[config.mk]
export PLATFORM = sky130hd
export DESIGN_NAME = week_5_nor_selftest_ctrl_flat
export DESIGN_NICKNAME = d
export VERILOG_FILES = /design/src/rtl/week_5_nor_selftest_ctrl_pkg.sv /design/src/rtl/week_5_nor_selftest_ctrl_if.sv /design/src/rtl/week_5_settle_timer.sv /design/src/rtl/week_5_nor_selftest_ctrl.sv /design/src/flat_wrapper.sv
export SDC_FILE = /design/constraint.sdc
export NUM_CORES = 1
export LEC_CHECK = 0
export ABC_AREA = 1
export ABC_CLOCK_PERIOD_IN_PS = 4050
export CAP_MARGIN = 10
export CORE_ASPECT_RATIO = 1.25
export CORE_MARGIN = 5
export CORE_UTILIZATION = 45
export DETAILED_ROUTE_END_ITERATION = 8
export PLACE_DENSITY_LB_ADDON = 0.1
export SLEW_MARGIN = 0
export SYNTH_ARGS = -nofsm -noshare
export SYNTH_HDL_FRONTEND = slang
export SYNTH_SLANG_ARGS = --single-unit
[constraint.sdc]
create_clock -name clk -period 4.05 [get_ports clk]
set_input_delay 0.405 -clock clk [delete_from_list [all_inputs] [get_ports clk]]
set_output_delay 0.405 -clock clk [all_outputs]
set_load 0.03 [all_outputs]
[src/rtl/week_5_nor_selftest_ctrl_pkg.sv]
// Shared types and constants for the NOR gate self-test controller.
package week_5_pkg;

  typedef enum logic [1:0] {
    IDLE   = 2'd0,
    SETTLE = 2'd1,
    SAMPLE = 2'd2,
    DONE   = 2'd3
  } state_t;

  localparam int unsigned NUM_VECTORS = 4;

  // Bit i is the NOR output for vector i, where a = i[1] and b = i[0].
  localparam logic [NUM_VECTORS-1:0] NOR_EXPECTED = 4'b0001;

  function automatic logic expected_y(input logic [1:0] idx);
    return NOR_EXPECTED[idx];
  endfunction

endpackage

[src/rtl/week_5_nor_selftest_ctrl_if.sv]
// Handshake, result and gate-under-test signals of the self-test controller.
interface week_5_nor_selftest_ctrl_if #(
  parameter int CNT_W = 3
);
  logic             start;
  logic             abort;
  logic             dut_y;
  logic             dut_a;
  logic             dut_b;
  logic             busy;
  logic             done;
  logic             pass;
  logic [CNT_W-1:0] pass_count;
  logic [CNT_W-1:0] fail_count;
  logic [3:0]       fail_mask;

  // Lab top level / bench side: requests runs, closes the loop through the gate.
  modport master (
    output start, abort, dut_y,
    input  dut_a, dut_b, busy, done, pass, pass_count, fail_count, fail_mask
  );

  // Controller side.
  modport slave (
    input  start, abort, dut_y,
    output dut_a, dut_b, busy, done, pass, pass_count, fail_count, fail_mask
  );
endinterface

[src/rtl/week_5_settle_timer.sv]
// Loadable 4-bit down-counter with a zero flag; paces each vector's settle window.
module week_5_settle_timer (
  input  logic       clk,
  input  logic       rst_n,
  input  logic       load,
  input  logic [3:0] load_val,
  input  logic       en,
  output logic       zero
);

  logic [3:0] count;

  // Load takes priority over counting down.
  always_ff @(posedge clk or negedge rst_n) begin
    // NOTE: sequential state is written with <= so every register samples
    // pre-edge values, independent of statement or process order.
    if (!rst_n)    count <= 4'd0;
    else if (load) count <= load_val;
    else if (en)   count <= count - 4'd1;
  end

  assign zero = (count == 4'd0);

endmodule

[src/rtl/week_5_nor_selftest_ctrl.sv]
// Walks a 2-input NOR gate through all four input vectors, samples its
// output after a settle window and reports per-vector and overall results.
module week_5_nor_selftest_ctrl
  import week_5_pkg::*;
#(
  parameter int SETTLE_CYCLES = 2,
  parameter int CNT_W         = 3
) (
  input  logic                        clk,
  input  logic                        rst_n,
  week_5_nor_selftest_ctrl_if.slave   bus
);

  state_t           state, next_state;
  logic [1:0]       idx;
  logic             dut_a, dut_b, pass;
  logic [CNT_W-1:0] pass_count, fail_count;
  logic [3:0]       fail_mask;

  logic start_run, abort_run, sample_now, tmr_load, tmr_en, tmr_zero, match;
  logic [1:0] idx_next;

  localparam logic [3:0] TIMER_RELOAD = 4'(SETTLE_CYCLES - 1);

  week_5_settle_timer u_timer (
    .clk      (clk),
    .rst_n    (rst_n),
    .load     (tmr_load),
    .load_val (TIMER_RELOAD),
    .en       (tmr_en),
    .zero     (tmr_zero)
  );

  assign match    = (bus.dut_y == expected_y(idx));
  assign idx_next = idx + 2'd1;

  // State register.
  always_ff @(posedge clk or negedge rst_n) begin
    if (!rst_n) state <= IDLE;
    else        state <= next_state;
  end

  // Next-state and per-cycle control strobes; abort wins over a sample update.
  always_comb begin
    // NOTE: every output of this block gets a default first so no path can
    // leave one unassigned and infer a latch.
    next_state = state;
    start_run  = 1'b0;
    abort_run  = 1'b0;
    sample_now = 1'b0;
    tmr_load   = 1'b0;
    tmr_en     = 1'b0;
    unique case (state)
      IDLE: begin
        if (bus.start) begin
          next_state = SETTLE;
          start_run  = 1'b1;
          tmr_load   = 1'b1;
        end
      end
      SETTLE: begin
        if (bus.abort) begin
          next_state = IDLE;
          abort_run  = 1'b1;
        end else if (tmr_zero) begin
          next_state = SAMPLE;
        end else begin
          tmr_en = 1'b1;
        end
      end
      SAMPLE: begin
        if (bus.abort) begin
          next_state = IDLE;
          abort_run  = 1'b1;
        end else begin
          sample_now = 1'b1;
          if (idx == 2'd3) begin
            next_state = DONE;
          end else begin
            next_state = SETTLE;
            tmr_load   = 1'b1;
          end
        end
      end
      DONE:    next_state = IDLE;
      default: next_state = IDLE;
    endcase
  end

  // Vector register and result registers; results hold until the next start.
  always_ff @(posedge clk or negedge rst_n) begin
    if (!rst_n) begin
      idx        <= 2'd0;
      dut_a      <= 1'b0;
      dut_b      <= 1'b0;
      pass       <= 1'b0;
      pass_count <= '0;
      fail_count <= '0;
      fail_mask  <= 4'b0000;
    end else if (start_run || abort_run) begin
      // Vector 0 is 00, so starting and aborting both drive the gate low.
      idx        <= 2'd0;
      dut_a      <= 1'b0;
      dut_b      <= 1'b0;
      pass       <= 1'b0;
      pass_count <= '0;
      fail_count <= '0;
      fail_mask  <= 4'b0000;
    end else if (sample_now) begin
      if (match) begin
        pass_count <= pass_count + CNT_W'(1);
      end else begin
        fail_count     <= fail_count + CNT_W'(1);
        fail_mask[idx] <= 1'b1;
      end
      if (idx == 2'd3) begin
        dut_a <= 1'b0;
        dut_b <= 1'b0;
        // Final verdict includes the vector being sampled on this edge.
        pass  <= (fail_count == '0) && match;
      end else begin
        idx   <= idx_next;
        dut_a <= idx_next[1];
        dut_b <= idx_next[0];
      end
    end
  end

  assign bus.dut_a      = dut_a;
  assign bus.dut_b      = dut_b;
  assign bus.busy       = (state == SETTLE) || (state == SAMPLE);
  assign bus.done       = (state == DONE);
  assign bus.pass       = pass;
  assign bus.pass_count = pass_count;
  assign bus.fail_count = fail_count;
  assign bus.fail_mask  = fail_mask;

endmodule

[src/flat_wrapper.sv]
// flat-port wrapper written by rule: the top's interface ports become plain ports
module week_5_nor_selftest_ctrl_flat import week_5_pkg::*;
#(
  parameter int SETTLE_CYCLES = 2,
  parameter int CNT_W         = 3
)
  (clk, rst_n, bus_start, bus_abort, bus_dut_y, bus_dut_a, bus_dut_b, bus_busy, bus_done, bus_pass, bus_pass_count, bus_fail_count, bus_fail_mask);
  week_5_nor_selftest_ctrl_if #(.CNT_W(CNT_W)) bus_i ();
  input  logic clk;
  input  logic rst_n;
  input wire logic [$bits(bus_i.start)-1:0] bus_start;
  input wire logic [$bits(bus_i.abort)-1:0] bus_abort;
  input wire logic [$bits(bus_i.dut_y)-1:0] bus_dut_y;
  output wire logic [$bits(bus_i.dut_a)-1:0] bus_dut_a;
  output wire logic [$bits(bus_i.dut_b)-1:0] bus_dut_b;
  output wire logic [$bits(bus_i.busy)-1:0] bus_busy;
  output wire logic [$bits(bus_i.done)-1:0] bus_done;
  output wire logic [$bits(bus_i.pass)-1:0] bus_pass;
  output wire logic [$bits(bus_i.pass_count)-1:0] bus_pass_count;
  output wire logic [$bits(bus_i.fail_count)-1:0] bus_fail_count;
  output wire logic [$bits(bus_i.fail_mask)-1:0] bus_fail_mask;
  assign bus_i.start = bus_start;
  assign bus_i.abort = bus_abort;
  assign bus_i.dut_y = bus_dut_y;
  assign bus_dut_a = bus_i.dut_a;
  assign bus_dut_b = bus_i.dut_b;
  assign bus_busy = bus_i.busy;
  assign bus_done = bus_i.done;
  assign bus_pass = bus_i.pass;
  assign bus_pass_count = bus_i.pass_count;
  assign bus_fail_count = bus_i.fail_count;
  assign bus_fail_mask = bus_i.fail_mask;
  week_5_nor_selftest_ctrl #(.SETTLE_CYCLES(SETTLE_CYCLES), .CNT_W(CNT_W)) u_core (.clk(clk), .rst_n(rst_n), .bus(bus_i));
endmodule
Word-level counts from Yosys, hierarchy flattened
Cells that the tools add are included.
Cells by class
  add/subtract/negate cells: 4
  multiply operators: 0
  div/mod/pow operators: 0
  $lt $le $gt $ge: 2
  equality and inequality tests: 9
  shifts and indexed selects: 0
  multiplexer cells: 45
  bitwise operators: 1
  reduce and logical (&&, ||, !) cells: 17
Operators with widths (number)
  1-bit 2-to-1 mux: 22
  4-bit 2-to-1 mux: 5
  3-bit 2-to-1 mux: 6
  2-bit 2-to-1 mux: 8
  2-bit AND reduction: 5
  2-bit one-hot mux with 4 select lines: 1
  2-bit nonzero test: 4
  3-bit by 1-bit adder with 3-bit output, second input constant: 2
  2-bit == test, second input constant: 3
  2-bit != test, second input constant: 3
  4-bit logical NOT: 1
  4-bit bitwise OR: 1
  4-bit by 1-bit subtractor with 4-bit output, second input constant: 1
  3-bit logical NOT: 1
  2-bit by 3-bit < comparator with 1-bit output, second input constant: 1
  3-bit by 2-bit != test with 1-bit output, second input constant: 1
  2-bit by 1-bit adder with 2-bit output, second input constant: 1
  1-bit binary-select mux with 2-bit select: 1
  1-bit demux with 2-bit select: 1
  2-bit by 1-bit == test with 1-bit output, second input constant: 1
  2-bit by 1-bit >= comparator with 1-bit output, second input constant: 1
  1-bit logical AND: 2
  2-bit logical NOT: 1
  1-bit logical OR: 2
  other kinds (3): 3
Word-level totals
  bits in registers: 21
  latch bits: 0
  RAM bits: 0
  bits in read-only memories: 0
  input bits: 5
  output and inout bits: 15
  word-level logic and storage cells: 87
  memories: 0

Depth between registers and ports, before layout
  word-level depth: 8
  depth in mapped cells: 9
  depth with buffers taken out: 9

By module
Synthesis repeated with hierarchy kept, for this count alone.
Unflattened totals
  cell total of the unflattened synthesis: 183
  area total of the unflattened synthesis: 1411.4 um2
Modules (own cells, without submodules)
  week_5_nor_selftest_ctrl: times used 1, cells an instance 150, area an instance 1174.9 um2, seq. area each 425.4 um2
  week_5_settle_timer: times used 1, cells an instance 33, area an instance 236.5 um2, seq. area each 100.1 um2

Worst setup path after synthesis
Ideal clock, no wire load.
  path kind: register to register
  start: register u_core.state[0]
  end: register u_core.fail_count[0], in the netlist u_core.bus.fail_count[0]
  setup time: 118 ps
  arrival: 1402 ps
  data required time: 3932 ps
  path slack: 2529 ps
  cell stages (with the launch flop): 9
  buffers on the path: 1
  period minus slack after synthesis: 1521 ps
  cells stage by stage: dfrtp_1 > inv_1 > ha_1 > nand2_1 > nand2_1 > inv_2 > buf_4 > nand4_1 > nand2_1
Between the ends
  word-level cells in the longest chain between the ends: 6
  elaborated cells between the ends (all ways): 12
  classes of those cells: eq/ne: 3; mux: 4; reduce/logical: 5
RTL lines
  from (decl): RTL line week_5_nor_selftest_ctrl.sv:14  | state_t state, next_state;
  from (signal assigned): RTL line week_5_nor_selftest_ctrl.sv:40  | else state <= next_state;
  2-bit == test or 2-bit by 1-bit == test with 1-bit output (tied branches): RTL line week_5_nor_selftest_ctrl.sv:53  | unique case (state)
  2-bit OR reduction (no line)
  1-bit 2-to-1 mux
  1-bit logical OR: RTL line week_5_nor_selftest_ctrl.sv:100  | end else if (start_run || abort_run) begin
  2-bit != test (no line) or 2-bit nonzero test (tied branches)
  2-bit AND reduction (no line)
  to (signal assigned): RTL line week_5_nor_selftest_ctrl.sv:113  | fail_count <= fail_count + CNT_W'(1);
  to (decl): RTL line week_5_nor_selftest_ctrl.sv:17  | logic [CNT_W-1:0] pass_count, fail_count;
Parallel ways exist; a longest one is shown, timed or not.
A chain may end at the register's enable or synchronous reset.

Final worst setup path
  start: register u_core.state[1]
  end: output bus_busy
Between the ends
  word-level cells in the longest chain between the ends: 2
  elaborated cells between the ends (all ways): 3
  classes of those cells: eq/ne: 2; reduce/logical: 1
RTL lines
  2-bit by 1-bit == test with 1-bit output or 2-bit == test (tied branches): RTL line week_5_nor_selftest_ctrl.sv:131  | assign bus.busy = (state == SETTLE) || (state == SAMPLE);
  1-bit logical OR (*): RTL line week_5_nor_selftest_ctrl.sv:131
  to (decl): RTL line flat_wrapper.sv:16  | output wire logic [$bits(bus_i.busy)-1:0] bus_busy;
Every way passes the cells marked *; elsewhere a longest branch is shown, timed or not.

==> impl_metrics.csv <==
group,metric,value,unit
status,status,"completed",
synthesis,synthCells,150,
clock_tree,cts.sinks,21,
synthesis,syn_area,0.00124,mm²
power,netSwitchingFraction,47.0,%
worst_setup_path,crit_path_end_kind,"output port",
power,p_per_area,569,mW/mm²
sta,hold_slack,495,ps
placement,gp_congestion,0.817,
clock_tree,cts_tree,"yes",
sta,fmax,0.455,GHz
power,clock_power_share,12.3,%
detailed_routing,vias,997,
synthesis,yosysSeqAreaShare,42.5,%
synthesis,synth_warnings,0,
worst_setup_path,worstPathRequired,3640,ps
detailed_routing,ant_nets,0,
grt,track_usage,13.6,%
power,p_leak,0.804,nW
power,switching_power,392,µW
sta,finalSetupViolCount,0,
min_path,holdPathEnd,"u_core.bus.fail_mask[3]",
detailed_routing,initialDrtViolationCount,27,
placement,dp_hpwl,1.74,mm
die,core-area,0.00265,mm²
sta,slew_headroom,36.6,%
layout,fillers,267,
sta,drv_slew,0,
detailed_routing,routed_wl,2.35,mm
layout,ff_latch_area,526,µm²
layout,syn_to_final_growth,18.5,%
layout,multi_input_area,606,µm²
sta,period_needed,2200,ps
layout,final_cell_mix,"47 x nand2_1, 21 x dfrtp_1, 19 x clkdlybuf4s50_1, 14 x ha_1, 13 x inv_1",
run,drv_cap,0,
die,die_y,68.6,µm
power,comb_power_share,53.6,%
clock_tree,cts-buffers-inserted,3,
detailed_routing,wl_per_cell,11.5,µm
grt,grt_pass1_vias,1009,
clock_tree,cts_max_path_buffers,2,
sta,tightest_slew,948,ps
synthesis,synth-seq-cells,21,
worst_setup_path,rr_worst_depth,9,
min_path,min_path_cells,2,
clock_tree,cts_resized,0,
worst_setup_path,r2r_slack,2310,ps
grt,grt_max_degree,24,
layout,antenna_cells,0,
die,io_pins,20,
power,p_int,442,µW
worst_setup_path,r2r_start,"u_core.state[0]",
die,dieArea,0.00390,mm²
layout,drive_above_1_share,8.82,%
clock_tree,cts_root_buf,"clkbuf_4",
worst_setup_path,cp.arrival,1790,ps
synthesis,ys_types,15,
clock_tree,insertion_delay,310,ps
detailed_routing,firstDrtPassIters,4,
detailed_routing,routed-wl-met2,1.15,mm
die,fp.dieW,56.9,µm
detailed_routing,drc,0,
synthesis,synth_nets,169,
placement,io_buffers,19,
detailed_routing,top_layer,"met4",
power,pwr-share-seq,34.1,%
sta,post-route-period-util,54.3,%
worst_setup_path,worst_setup_path_start_kind,"flop",
sta,rsz0062_at_grt,"no",
grt,grt_pass1_wl,4.17,mm
die,initial_core_util,46.6,%
die,rows,21,
layout,mostFrequentLayoutCell,"nand2_1",
synthesis,syn_area_per_cell,8.24,µm²
detailed_routing,via_per_inst,4.89,
min_path,hp-class,"reg2reg",
sta,tns,0,ps
worst_setup_path,crit_type,"reg2out",
detailed_routing,wl_met1,1.07,mm
worst_setup_path,critPathMaxFanout,4,
power,ir_drop,270,µV
grt,antenna_found_initial,0,
sta,finClkSkew,5.55,ps
grt,overflow,0,
sta,hold_viol,0,
min_path,hp-start,"u_core.bus.fail_mask[3]",
layout,nets,190,
detailed_routing,met3_length,94,µm
clock_tree,postCtsSetupBuffers,0,
clock_tree,hold_buffers,0,
clock_tree,htreeDepth,1,
clock_tree,clkTransAtPathRegs,120,ps
worst_setup_path,r2r-end,"u_core.bus.pass_count[2]",
-- logic make-up after synthesis --
family	share of synthesized area, %
AND/OR/NAND/NOR	27.3
buffers and inverters	8.50
flip-flops	42.5
adder cells (fa/ha/maj)	14.2
AO/OA/AOI/OAI	4.05
XOR/XNOR	3.44
-- per-stage QoR --
stage,power [mW],util (%),setup slack [ps],area (µm²),instances
2_1_floorplan,0.644,-,2530,1240,150
3_3_place_gp,0.732,54.2,2230,1440,200
3_5_place_dp,0.741,54.2,2180,1440,200
4_1_cts,0.848,55.2,1830,1470,204
5_1_grt,0.917,55.2,1780,1470,204
6_report,0.834,55.2,1850,1470,204
-- synthesized netlist by cell type --
library cell,n,area (µm²)
nand2_1,47,176
dfrtp_1,21,526
ha_1,14,175
inv_1,13,48.8
nand4_1,10,62.6
nor2_1,9,33.8
nand3_1,8,40.0
o21ai_1,8,40.0
inv_2,7,26.3
nand2_2,4,25.0
xor2_1,3,26.3
a21oi_1,2,10.0
buf_4,2,15.0
buf_8,1,15.0
xnor2_2,1,16.3
-- metal layers --
layer  GRT usage, %  vias to the layer above
met2           23.7                       18
li1               -                      514
met4           5.80                        0
met3           2.42                        4
met1           16.5                      461
met5              0                        -
-- power groups by stage --
stage | sequential (mW) | combinational, mW | clock [mW]
2_1_floorplan | 0.313 | 0.331 | 0
3_5_place_dp | 0.289 | 0.452 | 0
3_3_place_gp | 0.287 | 0.445 | 0
5_1_grt | 0.291 | 0.511 | 0.115
6_report | 0.284 | 0.447 | 0.103
4_1_cts | 0.285 | 0.456 | 0.107
-- worst max-delay path: stages, from the launching register on --
cell and delay, ps:
dfrtp_1 420, inv_1 100, ha_1 300, clkdlybuf4s50_1 670
-- registers in the layout (all words and copies together), names as in the netlist --
| signal | cells |
|---|---|
| u_core.bus.dut_a | 1 |
| u_core.bus.pass_count | 3 |
| u_core.idx | 2 |
| u_core.u_timer.count | 4 |
| u_core.state | 2 |
| u_core.bus.fail_count | 3 |
| u_core.bus.pass | 1 |
| u_core.bus.fail_mask | 4 |
| u_core.bus.dut_b | 1 |
-- layout make-up --
cell class	count	area share, %
sequential	21	35.9
inverter	20	5.12
tap	34	2.90
multi-input combinational	106	41.3
clock buffer	4	1.79
timing repair buffer	19	13.0
-- worst max path at each step --
stage | from | end | cells after the start
global route | u_core.state[0] | bus_busy | 3
CTS | u_core.state[0] | bus_busy | 3
detailed placement | u_core.state[0] | bus_busy | 3
finish | u_core.state[1] | bus_busy | 3
floorplan | u_core.state[0] | u_core.bus.fail_count[0] | 8
global placement | u_core.state[0] | bus_busy | 3
Note: power is estimated with default switching activity, not from simulation.
